<file path="config.mk">
export PLATFORM = sky130hd
export DESIGN_NAME = score_regfile
export DESIGN_NICKNAME = d
export VERILOG_FILES = /design/src/rtl/score_regfile.sv
export SDC_FILE = /design/constraint.sdc
export NUM_CORES = 1
export LEC_CHECK = 0
export BUFFER_PORTS_ARGS = -buffer_cell sky130_fd_sc_hd__clkbuf_2
export CAP_MARGIN = 20
export CORE_ASPECT_RATIO = 1.75
export CORE_MARGIN = 2
export CORE_UTILIZATION = 55
export DETAILED_ROUTE_END_ITERATION = 10
export PLACE_DENSITY = 0.8
export SLEW_MARGIN = 20
export SYNTH_ARGS = -nofsm -noshare
export SYNTH_HDL_FRONTEND = slang
export SYNTH_SLANG_ARGS = --single-unit
</file>
<file path="constraint.sdc">
create_clock -name clk -period 3.7 [get_ports clk]
set_clock_uncertainty 0.2 [all_clocks]
set_input_delay 0.74 -clock clk [delete_from_list [all_inputs] [get_ports clk]]
set_output_delay 0.74 -clock clk [all_outputs]
set_load 0.03 [all_outputs]
</file>
<file path="src/rtl/score_regfile.sv">
// ---------------------------------------------------------------------------
// score_regfile
//
// Four-player score/lives/health register file. Each 32-bit entry is
// {lives[3:0], health[7:0], score[19:0]} where score is five BCD digits.
// Reads are serviced every cycle with one cycle of latency. Updates run
// through a small FSM (IDLE -> ADD x5 -> DMG -> WB) that adds four BCD
// points digits to the score one digit per cycle, applies damage, then
// writes the entry back and pulses upd_ack.
//
// Build option:
//   SCORE_SAT_EN  defined   : carry out of score digit 4 saturates to 99999
//                 undefined : carry out of digit 4 is dropped (mod 100000)
//
// Ports:
//   clk, rst_n          clock, asynchronous active-low reset
//   score_re/addr       read request and player index (addr[4:2]!=0 reads 0)
//   score_data/valid    read data one cycle after score_re, valid strobe
//   upd_req/player/points/damage  update request and operands
//   upd_ack             one-cycle pulse on writeback
//   busy                high from update accept through upd_ack
//   game_over           all four players have zero lives
// ---------------------------------------------------------------------------
module score_regfile #(
    parameter logic [3:0] INIT_LIVES  = 4'd3,
    parameter logic [7:0] INIT_HEALTH = 8'd100
) (
    input  logic        clk,
    input  logic        rst_n,
    input  logic        score_re,
    input  logic [4:0]  score_addr,
    output logic [31:0] score_data,
    output logic        score_valid_data,
    input  logic        upd_req,
    input  logic [1:0]  upd_player,
    input  logic [15:0] upd_points,
    input  logic [7:0]  upd_damage,
    output logic        upd_ack,
    output logic        busy,
    output logic        game_over
);

    typedef enum logic [1:0] {S_IDLE, S_ADD, S_DMG, S_WB} state_t;

    state_t      state_q, state_d;
    logic [31:0] mem_q [4];
    logic [31:0] mem_d [4];
    logic [31:0] score_data_q, score_data_d;
    logic        score_valid_q, score_valid_d;
    logic        upd_ack_q, upd_ack_d;
    logic        busy_q, busy_d;
    logic        game_over_q, game_over_d;

    // Working copy of the entry being updated
    logic [1:0]  player_q, player_d;
    logic [15:0] points_q, points_d;
    logic [7:0]  damage_q, damage_d;
    logic [3:0]  lives_q, lives_d;
    logic [7:0]  health_q, health_d;
    logic [19:0] score_q, score_d;
    logic [2:0]  digit_q, digit_d;
    logic        carry_q, carry_d;
    logic        dead_q, dead_d;

    logic [31:0] cap_entry;
    logic [3:0]  scr_dig, pts_dig, dig_res;
    logic [4:0]  dsum, dsum_adj;
    logic        dig_carry;

    // Non-BCD points digits are clamped to 9
    function automatic logic [3:0] clamp_digit(input logic [3:0] d);
        return (d > 4'd9) ? 4'd9 : d;
    endfunction

    always_comb begin
        state_d       = state_q;
        mem_d         = mem_q;
        score_data_d  = score_data_q;
        score_valid_d = score_re;
        upd_ack_d     = 1'b0;
        busy_d        = busy_q;
        player_d      = player_q;
        points_d      = points_q;
        damage_d      = damage_q;
        lives_d       = lives_q;
        health_d      = health_q;
        score_d       = score_q;
        digit_d       = digit_q;
        carry_d       = carry_q;
        dead_d        = dead_q;
        cap_entry     = mem_q[upd_player];

        // Reads see mem_q, so a read on the writeback edge returns the old entry
        if (score_re) begin
            score_data_d = (|score_addr[4:2]) ? 32'h0 : mem_q[score_addr[1:0]];
        end

        // Current BCD digit pair; points digit 4 is implicitly zero
        case (digit_q)
            3'd0:    begin scr_dig = score_q[3:0];   pts_dig = clamp_digit(points_q[3:0]);   end
            3'd1:    begin scr_dig = score_q[7:4];   pts_dig = clamp_digit(points_q[7:4]);   end
            3'd2:    begin scr_dig = score_q[11:8];  pts_dig = clamp_digit(points_q[11:8]);  end
            3'd3:    begin scr_dig = score_q[15:12]; pts_dig = clamp_digit(points_q[15:12]); end
            3'd4:    begin scr_dig = score_q[19:16]; pts_dig = 4'd0;                         end
            default: begin scr_dig = 4'd0;           pts_dig = 4'd0;                         end
        endcase
        dsum      = {1'b0, scr_dig} + {1'b0, pts_dig} + {4'b0, carry_q};
        dsum_adj  = dsum - 5'd10;
        dig_carry = (dsum > 5'd9);
        dig_res   = dig_carry ? dsum_adj[3:0] : dsum[3:0];

        // busy drops the cycle after the ack pulse
        if (upd_ack_q) busy_d = 1'b0;

        case (state_q)
            S_IDLE: begin
                if (upd_req && !busy_q) begin
                    player_d = upd_player;
                    points_d = upd_points;
                    damage_d = upd_damage;
                    lives_d  = cap_entry[31:28];
                    health_d = cap_entry[27:20];
                    score_d  = cap_entry[19:0];
                    dead_d   = (cap_entry[31:28] == 4'd0);
                    digit_d  = 3'd0;
                    carry_d  = 1'b0;
                    busy_d   = 1'b1;
                    state_d  = S_ADD;
                end
            end
            S_ADD: begin
                if (!dead_q) begin
                    carry_d = dig_carry;
                    case (digit_q)
                        3'd0:    score_d[3:0]   = dig_res;
                        3'd1:    score_d[7:4]   = dig_res;
                        3'd2:    score_d[11:8]  = dig_res;
                        3'd3:    score_d[15:12] = dig_res;
                        3'd4:    score_d[19:16] = dig_res;
                        default: score_d        = score_q;
                    endcase
                end
                digit_d = digit_q + 3'd1;
                if (digit_q == 3'd4) begin
`ifdef SCORE_SAT_EN
                    if (!dead_q && dig_carry) score_d = 20'h99999;
`endif
                    state_d = S_DMG;
                end
            end
            S_DMG: begin
                if (!dead_q) begin
                    if (damage_q < health_q) begin
                        health_d = health_q - damage_q;
                    end else begin
                        lives_d  = lives_q - 4'd1;
                        // Losing the last life leaves the player at zero health
                        health_d = (lives_q == 4'd1) ? 8'd0 : INIT_HEALTH;
                    end
                end
                state_d = S_WB;
            end
            S_WB: begin
                mem_d[player_q] = {lives_q, health_q, score_q};
                upd_ack_d       = 1'b1;
                state_d         = S_IDLE;
            end
            default: state_d = S_IDLE;
        endcase

        game_over_d = (mem_d[0][31:28] == 4'd0) && (mem_d[1][31:28] == 4'd0) &&
                      (mem_d[2][31:28] == 4'd0) && (mem_d[3][31:28] == 4'd0);
    end

    always_ff @(posedge clk or negedge rst_n) begin
        if (!rst_n) begin
            state_q       <= S_IDLE;
            for (int i = 0; i < 4; i++) mem_q[i] <= {INIT_LIVES, INIT_HEALTH, 20'h0};
            score_data_q  <= 32'h0;
            score_valid_q <= 1'b0;
            upd_ack_q     <= 1'b0;
            busy_q        <= 1'b0;
            game_over_q   <= 1'b0;
        end else begin
            state_q       <= state_d;
            mem_q         <= mem_d;
            score_data_q  <= score_data_d;
            score_valid_q <= score_valid_d;
            upd_ack_q     <= upd_ack_d;
            busy_q        <= busy_d;
            game_over_q   <= game_over_d;
        end
    end

    // Working registers are always loaded on capture before use
    always_ff @(posedge clk) begin
        player_q <= player_d;
        points_q <= points_d;
        damage_q <= damage_d;
        lives_q  <= lives_d;
        health_q <= health_d;
        score_q  <= score_d;
        digit_q  <= digit_d;
        carry_q  <= carry_d;
        dead_q   <= dead_d;
    end

    assign score_data       = score_data_q;
    assign score_valid_data = score_valid_q;
    assign upd_ack          = upd_ack_q;
    assign busy             = busy_q;
    assign game_over        = game_over_q;

endmodule

</file>
==> run summary <==
Worst setup EP type: flip-flop
status: finished with violations
vias in the first global route: 7720
row count: 69
clock tree from TritonCTS: yes
Max Slew Vio Count: 0
gr usage total: 24.3%
Post-Synthesis Cells: 838
register area: 6070 sq um
commonest non-fill, non-tap cells in the layout: dfrtp_1 (146), mux2_2 (123), inv_1 (89)
register area share after synthesis: 53.6%
Design Power: 12.9 mW
Synth Net Count: 899
H-tree levels: 1
CTS Buf Count: 22
Syn. warnings: 0
FF-to-FF Start: digit_q[1]$_SDFFCE_PN0P_
HPWL after DPL: 17600 microns
first-pass GRT wire length: 41600 microns
Switch Pwr: 4.60 mW
grt total ovfl: 0
area of the multi-input gates: 4800 sq um
Final setup violation count: 15
Reg2Reg Setup Slack: -0.15 ns
predominant post-synthesis flop cell: dfrtp_1
synth-to-layout area growth: 15.2%
largest area contributor in the netlist: dfrtp_1
Synth async-reset ratio: 72.5%
Startpoint Class: flip-flop
Internal Power: 8.30 mW
Starting Density: 55.8%
sw frac: 35.6%
Root Buffer: clkbuf_16
top cell type's share of synthesized area: 32.3%
Least-Margin Pin Slew: 0.676 ns
Synth area leaders: dfrtp_1 (32%), edfxtp_1 (17%), mux4_2 (13%)
Post-synth EDFFs: 63
setup TNS: -1.44 ns
DRT iter0 DRCs: 501
Ant. Diodes: 0
Die H: 194 microns
Core ar.: 20300 sq um
Hold-fix buffers, CTS: 0
clk buf depth: 3
Hold WC Path Type: input port to asynchronous set/reset pin
final hold vios: 0
Die W: 112 microns
crit path from: digit_q[1]$_SDFFCE_PN0P_
mean post-synth cell area: 13.5 sq um
crit-path max FO: 5
worst vdd ir: 0.628 mV
Worst Setup EP: score_q[10]$_DFFE_PP_
minimum clock period: 3.85 ns
Worst R2R End: score_q[10]$_DFFE_PP_
final WL: 25700 microns
# DRC: 0
worst skew pair latency: 0.51 ns
Cell Pwr Density: 989 nW/um^2
post-route ant nets: 0
Filler cells: 1478
DR vias: 7177
share of power burned in registers: 37.6%
worst path required time: 3.76 ns
antenna violations before repair: 0
proportion of layout cells with a drive suffix above 1: 41.0%
violated checks: negative setup slack
fmax: 260 MHz
Yosys cell types: 61
Worst Path Arrival: 3.90 ns
combinational power share: 42.7%
NumNets Final: 982
Vias per Instance: 6.06
Pleak: 5.59 nW
Post-Syn Area: 11300 sq um
clk sinks: 229
Final WS setup: -0.146 ns
most common cell after layout, fill and taps aside: dfrtp_1
R2R cell count: 13
hold slack: 0.0425 ns
clock network power share: 19.7%
placement-stage cell area: 12100 sq um
final period utilization: 104%
RSZ-0062 raised after global routing: true
cell area after layout: 13000 sq um
largest net degree at the start of global routing: 70
GPL Wtd Cong: 0.931
Slew HR: 54.9%
Pre-antenna DRT Iters: 7
Clock transition at path regs: 0.07 ns
total die area: 21800 sq um
WS Path Type: flip-flop to flip-flop
# Max-Cap Violations: 0
DR WL/cell: 21.7 microns
I/O pin cnt: 71
IO buf count: 70
#FFs+latches synth: 229
-- synth_stat cells, types with 3 or more instances --
cell type,count
nand3b_1,3
clkbuf_1,24
mux4_2,64
o21ai_0,26
nand2b_1,4
dfstp_2,20
dfrtp_1,146
fa_1,3
a22oi_1,6
o2111ai_1,3
mux2_2,124
a31oi_1,3
o31ai_1,3
o22ai_1,32
xor2_1,3
a21o_1,4
nor3_1,5
a222oi_1,4
xnor2_1,5
o21a_1,10
ha_1,23
nor4_1,3
nand3_1,4
edfxtp_1,63
inv_1,91
nand2_1,61
a21oi_1,17
buf_2,20
nor2_1,19
nor2b_1,8
-- critical path: stages (launching register included) --
cell,delay [ns]
edfxtp_1,0.43
ha_2,0.23
ha_4,0.15
a222oi_1,0.30
a21boi_2,0.24
fa_2,0.25
inv_2,0.04
fa_2,0.54
inv_2,0.05
ha_4,0.16
a22o_4,0.27
o31a_1,0.33
o211ai_2,0.27
nand2_1,0.11
-- kinds of logic (layout without fill, tap and decap cells) --
logic type                 Yosys count  after routing  synth area share (%)
adders and majority gates           26             26                  3.07
DFF                                229            229                  53.6
muxes                              188            188                  25.1
xor gates and xnor gates             8              8                 0.619
buffers and inverters              139            238                  4.98
AOI/OAI and AO/OA                  131            131                  7.92
and+or+nand+nor                    117            117                  4.73
-- per-layer routing --
layer | GRT usage (%) | vias up | part of all wire [%] | routed length [microns]
li1 | - | 3241 | - | -
met1 | 28.1 | 3665 | 36 | 9240
met2 | 45.2 | 209 | 56 | 14500
met3 | 2.28 | 62 | 3.6 | 925
met4 | 10.6 | 0 | 4.2 | 1090
met5 | 0 | - | 0 | 0
-- final cells by class --
cell class / count / share of cell area, %
inverter: 91 / 2.62
clock buffer: 25 / 4.55
timing repair buffer: 107 / 5.27
tap: 248 / 2.38
sequential: 229 / 46.5
multi-input combinational: 470 / 36.8
clock inverter: 15 / 1.83
-- power by group through the flow --
stage                     Combinational [mW]  Sequential [mW]  Clock, mW
after floorplan                         3.52             4.56          0
after global placement                  4.56             4.81          0
after detailed placement                4.69             4.86          0
after CTS                               4.99             4.83       2.58
after global routing                    5.93             4.99       2.69
final                                   5.50             4.85       2.55
-- worst min path at each step --
stage                                             to  slack [ns]         startpoint
after floorplan           asynchronous set/reset pin        0.24              rst_n
after global placement                busy$_DFF_PN0_        0.27  upd_ack$_DFF_PN0_
after detailed placement              busy$_DFF_PN0_        0.28  upd_ack$_DFF_PN0_
after CTS                 asynchronous set/reset pin        0.06              rst_n
after global routing      asynchronous set/reset pin        0.09              rst_n
final                     asynchronous set/reset pin        0.04              rst_n
-- what timing repair did --
| action | in CTS | in global routing |
|---|---|---|
| setup endpoints to repair | 15 | 16 |
| resized for setup | 9 | 15 |
| pin swaps | 8 | 6 |
| setup buffers | 2 | 4 |
-- metrics by stage --
stage	worst slack, ns	utilization (%)	cells
after floorplan	0.00262	-	838
after global placement	-0.0141	59.5	1139
after detailed placement	-0.154	59.5	1139
after CTS	0.00521	63.8	1181
after global routing	-0.287	64.3	1185
final	-0.146	64.3	1185
Note: power is estimated with default switching activity, not from simulation.
